### src/rtl/alu_if.sv
// ALU operation/result bus. The core is the slave; the operand source is the master.
//
// Handshake: an operation (A, B, Opcode) transfers on a rising clk edge where
// in_valid=1 and in_ready=1. An in_valid seen while in_ready=0 is dropped, not
// held or queued. Each result appears with a one-cycle out_valid pulse that has
// no back-pressure. Result and Error hold their values until the next pulse.
interface alu_if #(
  parameter int WIDTH = 32
) ();
  logic [WIDTH-1:0] A;
  logic [WIDTH-1:0] B;
  logic [2:0]       Opcode;
  logic             in_valid;
  logic             in_ready;
  logic [WIDTH-1:0] Result;
  logic             Error;
  logic             out_valid;
  logic             dbg_state;  // 1 while the divider FSM is in DIV_BUSY

  modport master (
    output A, B, Opcode, in_valid,
    input  in_ready, Result, Error, out_valid, dbg_state
  );

  modport slave (
    input  A, B, Opcode, in_valid,
    output in_ready, Result, Error, out_valid, dbg_state
  );
endinterface

### src/rtl/alu_core.sv
// Single-issue ALU. Non-DIV operations and DIV special cases take one extra
// cycle: operands are captured at accept, and the result is registered on the
// next edge. A regular DIV runs a restoring divider for WIDTH cycles on operand
// magnitudes. The core fixes the sign afterwards.
module alu_core #(
  parameter int WIDTH = 32
) (
  input  logic clk,
  input  logic rst,
  alu_if.slave bus
);
  localparam int SW = $clog2(WIDTH);
  localparam logic [WIDTH-1:0] MIN_VAL = {1'b1, {(WIDTH-1){1'b0}}};
  localparam logic [2:0] OP_ADD = 3'd0, OP_SUB = 3'd1, OP_AND = 3'd2, OP_OR = 3'd3,
                         OP_XOR = 3'd4, OP_SLL = 3'd5, OP_MUL = 3'd6, OP_DIV = 3'd7;

  typedef enum logic {IDLE = 1'b0, DIV_BUSY = 1'b1} state_t;

  state_t state, state_nxt;
  logic run;
  logic accept, div_special, start_div, last_iter;
  logic [WIDTH-1:0] a_q, b_q;
  logic [2:0] op_q;
  logic pend, div_done, neg_q;
  logic [WIDTH-1:0] rem, quo, dvsr, rem_nxt, quo_nxt;
  logic [WIDTH:0] trial, trial_sub;
  logic [SW-1:0] cnt;
  logic [WIDTH-1:0] sum, diff, alu_res, quot_signed;
  logic [2*WIDTH-1:0] prod;
  logic alu_err;

  // Reset release is retimed by one flop so that the first accept happens on the second edge
  always_ff @(posedge clk or negedge rst) begin
    if (!rst) run <= 1'b0;
    else      run <= 1'b1;
  end

  assign accept      = bus.in_valid && (state == IDLE) && run;
  assign div_special = (bus.B == '0) || ((bus.A == MIN_VAL) && (bus.B == '1));
  assign start_div   = accept && (bus.Opcode == OP_DIV) && !div_special;
  assign last_iter   = (state == DIV_BUSY) && (cnt == SW'(WIDTH - 1));

  assign bus.in_ready  = (state == IDLE);
  assign bus.dbg_state = (state == DIV_BUSY);

  // FSM state register
  always_ff @(posedge clk or negedge rst) begin
    if (!rst) state <= IDLE;
    else      state <= state_nxt;
  end

  // FSM next state: only a regular DIV leaves IDLE, and it returns after WIDTH iterations
  always_comb begin
    state_nxt = state;
    case (state)
      IDLE:     if (start_div) state_nxt = DIV_BUSY;
      DIV_BUSY: if (last_iter) state_nxt = IDLE;
      default:  state_nxt = IDLE;
    endcase
  end

  // Operand capture for single-cycle operations; pend marks a result due on the next edge
  always_ff @(posedge clk or negedge rst) begin
    if (!rst) begin
      a_q  <= '0;
      b_q  <= '0;
      op_q <= OP_ADD;
      pend <= 1'b0;
    end else begin
      pend <= accept && !start_div;
      if (accept) begin
        a_q  <= bus.A;
        b_q  <= bus.B;
        op_q <= bus.Opcode;
      end
    end
  end

  // One restoring step: shift the next dividend bit into the remainder, then subtract if it fits
  assign trial     = {rem, quo[WIDTH-1]};
  assign trial_sub = trial - {1'b0, dvsr};
  assign rem_nxt   = trial_sub[WIDTH] ? trial[WIDTH-1:0] : trial_sub[WIDTH-1:0];
  assign quo_nxt   = {quo[WIDTH-2:0], ~trial_sub[WIDTH]};

  // Divider datapath: magnitudes are loaded at accept and iterated once per busy cycle
  always_ff @(posedge clk or negedge rst) begin
    if (!rst) begin
      rem      <= '0;
      quo      <= '0;
      dvsr     <= '0;
      cnt      <= '0;
      neg_q    <= 1'b0;
      div_done <= 1'b0;
    end else begin
      div_done <= last_iter;
      if (start_div) begin
        rem   <= '0;
        quo   <= bus.A[WIDTH-1] ? -bus.A : bus.A;
        dvsr  <= bus.B[WIDTH-1] ? -bus.B : bus.B;
        cnt   <= '0;
        neg_q <= bus.A[WIDTH-1] ^ bus.B[WIDTH-1];
      end else if (state == DIV_BUSY) begin
        rem <= rem_nxt;
        quo <= quo_nxt;
        cnt <= cnt + 1'b1;
      end
    end
  end

  assign quot_signed = neg_q ? -quo : quo;
  assign sum  = a_q + b_q;
  assign diff = a_q - b_q;
  assign prod = {{WIDTH{a_q[WIDTH-1]}}, a_q} * {{WIDTH{b_q[WIDTH-1]}}, b_q};

  // Single-cycle result and error flag; DIV reaches this path only as a special case
  always_comb begin
    alu_res = '0;
    alu_err = 1'b0;
    case (op_q)
      OP_ADD: begin
        alu_res = sum;
        alu_err = (a_q[WIDTH-1] == b_q[WIDTH-1]) && (sum[WIDTH-1] != a_q[WIDTH-1]);
      end
      OP_SUB: begin
        alu_res = diff;
        alu_err = (a_q[WIDTH-1] != b_q[WIDTH-1]) && (diff[WIDTH-1] != a_q[WIDTH-1]);
      end
      OP_AND: alu_res = a_q & b_q;
      OP_OR:  alu_res = a_q | b_q;
      OP_XOR: alu_res = a_q ^ b_q;
      OP_SLL: alu_res = a_q << b_q[SW-1:0];
      OP_MUL: begin
        alu_res = prod[WIDTH-1:0];
        alu_err = !((&prod[2*WIDTH-1:WIDTH-1]) || !(|prod[2*WIDTH-1:WIDTH-1]));
      end
      OP_DIV: begin
        alu_res = (b_q == '0) ? '1 : MIN_VAL;
        alu_err = 1'b1;
      end
      default: ;
    endcase
  end

  // Output registers: Result/Error load only alongside an out_valid pulse and hold otherwise
  always_ff @(posedge clk or negedge rst) begin
    if (!rst) begin
      bus.Result    <= '0;
      bus.Error     <= 1'b0;
      bus.out_valid <= 1'b0;
    end else begin
      bus.out_valid <= pend || div_done;
      if (pend) begin
        bus.Result <= alu_res;
        bus.Error  <= alu_err;
      end else if (div_done) begin
        bus.Result <= quot_signed;
        bus.Error  <= 1'b0;
      end
    end
  end
endmodule

### src/flat_wrapper.sv
// flat-port wrapper written by rule: the top's interface ports become plain ports
module alu_core_flat 
#(
  parameter int WIDTH = 32
)
  (clk, rst, bus_A, bus_B, bus_Opcode, bus_in_valid, bus_in_ready, bus_Result, bus_Error, bus_out_valid, bus_dbg_state);
  alu_if #(.WIDTH(WIDTH)) bus_i ();
  input  logic clk;
  input  logic rst;
  input wire logic [$bits(bus_i.A)-1:0] bus_A;
  input wire logic [$bits(bus_i.B)-1:0] bus_B;
  input wire logic [$bits(bus_i.Opcode)-1:0] bus_Opcode;
  input wire logic [$bits(bus_i.in_valid)-1:0] bus_in_valid;
  output wire logic [$bits(bus_i.in_ready)-1:0] bus_in_ready;
  output wire logic [$bits(bus_i.Result)-1:0] bus_Result;
  output wire logic [$bits(bus_i.Error)-1:0] bus_Error;
  output wire logic [$bits(bus_i.out_valid)-1:0] bus_out_valid;
  output wire logic [$bits(bus_i.dbg_state)-1:0] bus_dbg_state;
  assign bus_i.A = bus_A;
  assign bus_i.B = bus_B;
  assign bus_i.Opcode = bus_Opcode;
  assign bus_i.in_valid = bus_in_valid;
  assign bus_in_ready = bus_i.in_ready;
  assign bus_Result = bus_i.Result;
  assign bus_Error = bus_i.Error;
  assign bus_out_valid = bus_i.out_valid;
  assign bus_dbg_state = bus_i.dbg_state;
  alu_core #(.WIDTH(WIDTH)) u_core (.clk(clk), .rst(rst), .bus(bus_i));
endmodule
### config.mk
export PLATFORM = sky130hd
export DESIGN_NAME = alu_core_flat
export DESIGN_NICKNAME = d
export VERILOG_FILES = /design/src/rtl/alu_if.sv /design/src/rtl/alu_core.sv /design/src/flat_wrapper.sv
export SDC_FILE = /design/constraint.sdc
export NUM_CORES = 2
export LEC_CHECK = 0
export CAP_MARGIN = 20
export CORE_MARGIN = 3
export CORE_UTILIZATION = 55
export CTS_CLUSTER_SIZE = 20
export DETAILED_ROUTE_END_ITERATION = 8
export DONT_BUFFER_PORTS = 1
export HOLD_SLACK_MARGIN = 0.06
export PLACE_DENSITY = 0.7
export SLEW_MARGIN = 30
export SYNTH_ARGS = -nofsm -noshare
export SYNTH_HDL_FRONTEND = slang
export SYNTH_SLANG_ARGS = --single-unit
### constraint.sdc
create_clock -name clk -period 19.8 [get_ports clk]
set_input_delay 5.94 -clock clk [delete_from_list [all_inputs] [get_ports clk]]
set_output_delay 5.94 -clock clk [all_outputs]
set_load 0.005 [all_outputs]
==> impl_metrics.ini <==
[timing]
finalCritPeriodShare_pct = 51.0
final_hold_viol_count = 0
fmax_mhz = 99.0
setup_violations = 0
rsz0062_at_grt = no
relSlewSlack_pct = 25.8
tns_ns = 0
clock_skew_ns = 0.0287
final_max_slew_viol_count = 0
tightest_slew_ns = 1.11
period_needed_ns = 10.10

[die]
die_h_um = 317
initial_core_util_pct = 55.7
fp-row-count = 113
die-area_um2 = 100000
core-area_um2 = 95400
pin_count = 106
chipWidth_um = 317

[global_routing]
grt_first_pass_wirelength_um = 286000
grt_pass1_vias = 45700
grtUsageTotal_pct = 38.2
grt_max_degree = 208
grt-ovfl-total = 0
antenna_found_initial = 8

[setup_path]
critical_path_buf_inv_count = 5
worstSetupStartpointType = register
crit_path_max_incr_delay_ns = 0.99
r2r_end = u_core.bus.Error$_DFFE_PN0P_
crit-reg2reg-launch = u_core.a_q[6]$_DFFE_PN0P_
critical_path_class = reg2reg
path_delay_family = adder cells
cp_slowest_cell = dfrtp_1
worst_setup_path_end_kind = register
cp.arrival_ns = 10.56
rrSetupSlack_ns = 9.70
worstRegToRegCells = 27
timing.critical_path.mode_cell = fa_1
crit_fanout = 22
required_ns = 20.26

[route]
wirelength_um = 191000
dr.pass1.iters = 6
antenna_left = 0
drt-initial-drc-count = 5099
dr_total_vias = 45300
drc = 0
avgRoutedWirePerCell_um = 26.9
drt-vias-per-instance = 6.39

[synth]
ys_seq_area_share_pct = 9.75
ys_ff_latch = 207
synth_nets = 7503
async_flop_share_pct = 100
ys_types = 92
synth_ff_type = dfrtp_1
avgSynthCellArea_um2 = 8.82
syn_area_um2 = 53100
synth_edf_count = 0
synth_cells = 6026
yosysWarnings = 0

[cts]
cts.clk_slew.worst_paths_ns = 0.08
cts_max_level = 1
clockBufferDepth = 3
clock-sinks = 207
cts-root-buf = clkbuf_16
cts_setup_buffers = 0
clk_latency_ns = 0.57
cts_tree = yes
cts_buffers = 25
hold_buffers = 0
cts-resized-gates = 0

[flow_run]
cap_violations = 0

[layout]
syn_to_final_growth_pct = 3.68
nets = 7275
fin_cells = 7088
drive_gt1_share_pct = 5.28

[hold_path]
holdCritStartpoint = u_core.dvsr[19]$_DFFE_PN0P_
hold_end = u_core.dvsr[19]$_DFFE_PN0P_
whs_path_depth = 2
hold_class = reg2reg

[place]
placed_cells = 7036
io_buffer_count = 0
gp_congestion = 1.04
hpwl_um = 147000

[run_status]
outcome = complete, no violations
==> per-stage QoR <==
| stage | setup WS [ns] | instance area, um2 | utilization [%] | hold WS (ns) |
|---|---|---|---|---|
| global placement | 9.76 | 54200 | 56.8 | 0.465 |
| finish | 9.70 | 55100 | 57.7 | 0.490 |
| global route | 9.46 | 55100 | 57.7 | 0.519 |
| CTS | 9.77 | 55100 | 57.7 | 0.490 |
| detailed placement | 9.79 | 54200 | 56.8 | 0.476 |
| floorplan | 10.53 | 53100 | - | 0.449 |
==> state kept, by name, summed over array words and instances, names as in the netlist, 3 cells and up <==
name               flops
u_core.a_q            32
u_core.b_q            32
u_core.bus.Result     32
u_core.dvsr           32
u_core.quo            32
u_core.rem            32
u_core.cnt             5
u_core.op_q            3
==> cells in the mapped netlist (all sizes together) (34+ instances only) <==
| cell type | count | area (um2) |
|---|---|---|
| fa | 1085 | 21700 |
| nand2 | 879 | 3310 |
| inv | 860 | 3230 |
| nor2 | 670 | 2520 |
| ha | 322 | 4030 |
| clkbuf | 282 | 1060 |
| a21oi | 236 | 1180 |
| o21ai | 225 | 1130 |
| dfrtp | 207 | 5180 |
| xor2 | 104 | 911 |
| buf | 78 | 328 |
| xnor2 | 77 | 674 |
| mux2 | 71 | 800 |
| nand3 | 60 | 300 |
| nor3 | 59 | 295 |
| a21o | 54 | 405 |
| o31ai | 53 | 403 |
| o211ai | 44 | 330 |
| nand4 | 37 | 231 |
| or3 | 36 | 236 |
| a221o | 34 | 340 |
==> routing by layer <==
metal / share of wire, % / up-vias / wire length, um / global-route usage (%)
met2: 43 / 2941 / 82300 / 56.9
met5: 0.020 / - / 39 / 0
met3: 11 / 843 / 21800 / 10.3
met4: 9.6 / 6 / 18200 / 27.3
li1: - / 18800 / - / -
met1: 36 / 22700 / 68200 / 48.5
==> layout make-up <==
class	instances	area [um2]
multi-input combinational	4578	43300
fill	8471	40300
sequential	207	5190
inverter	881	3310
tap	1265	1580
timing repair buffer	105	796
clock buffer	34	709
clock inverter	12	161
antenna	6	15.0
==> cells in the final DEF (no fill, tap or decap), types with 30 or more instances in the layout <==
master    Yosys  layout
xor2_1      104     103
nor2_1      669     666
nand4_1      37      37
nand3_1      60      59
mux2i_1      31      31
o21a_1       30      30
a221o_1      34      34
o211ai_1     44      44
o21ai_0     220     220
fa_1       1085    1085
nor4_1       31      31
inv_1       854     847
dfrtp_1     207     198
mux2_2       71      71
buf_4         4     103
nor3_1       59      58
ha_1        322     322
a21oi_1     235     235
nand2_1     878     878
a21o_1       54      54
or3_1        33      33
xnor2_1      77      76
o31ai_1      52      51
==> worst max-delay path by stage <==
stage	startpoint	to	cells after the start
5_1_grt	u_core.a_q[6]$_DFFE_PN0P_	u_core.bus.Error$_DFFE_PN0P_	27
3_5_place_dp	u_core.a_q[6]$_DFFE_PN0P_	u_core.bus.Error$_DFFE_PN0P_	25
3_3_place_gp	u_core.b_q[16]$_DFFE_PN0P_	u_core.bus.Error$_DFFE_PN0P_	25
2_1_floorplan	u_core.b_q[0]$_DFFE_PN0P_	u_core.bus.Error$_DFFE_PN0P_	31
6_report	u_core.a_q[6]$_DFFE_PN0P_	u_core.bus.Error$_DFFE_PN0P_	27
4_1_cts	u_core.a_q[6]$_DFFE_PN0P_	u_core.bus.Error$_DFFE_PN0P_	25
==> worst reg2reg max path: stages (launching register included) <==
cell and delay, ns:
dfrtp_1 0.99, clkinv_1 0.86, nor2_1 0.38, fa_1 0.46, fa_1 0.41, fa_1 0.50
inv_1 0.05, fa_1 0.49, inv_1 0.06, fa_1 0.51, inv_1 0.06, fa_1 0.53
inv_1 0.05, fa_1 0.38, fa_1 0.47, ha_1 0.45, a21oi_1 0.17, o221ai_1 0.34
o221ai_1 0.18, nor2b_1 0.27, or4_1 0.73, a211oi_1 0.34, nor2_1 0.12, xnor2_1 0.16
a2111oi_0 0.65, nand4_1 0.17, o21ai_0 0.19, o21ai_1 0.07
==> logic make-up (layout without fill, tap and decap cells) <==
group                    after synthesis  after routing  synth area share (%)
AO/OA/AOI/OAI                        948            948                  11.8
XOR/XNOR                             181            181                  2.98
adder cells (fa/ha/maj)             1407           1407                  48.4
buffers and inverters               1241           1032                  8.83
flip-flops                           207            207                  9.75
multiplexers                         123            123                  2.98
other                                  1              7               0.00706
AND/OR/NAND/NOR                     1918           1918                  15.2
Power is not shown: default switching activity piles up to over one toggle a cycle in this logic, so the estimate is an artifact.
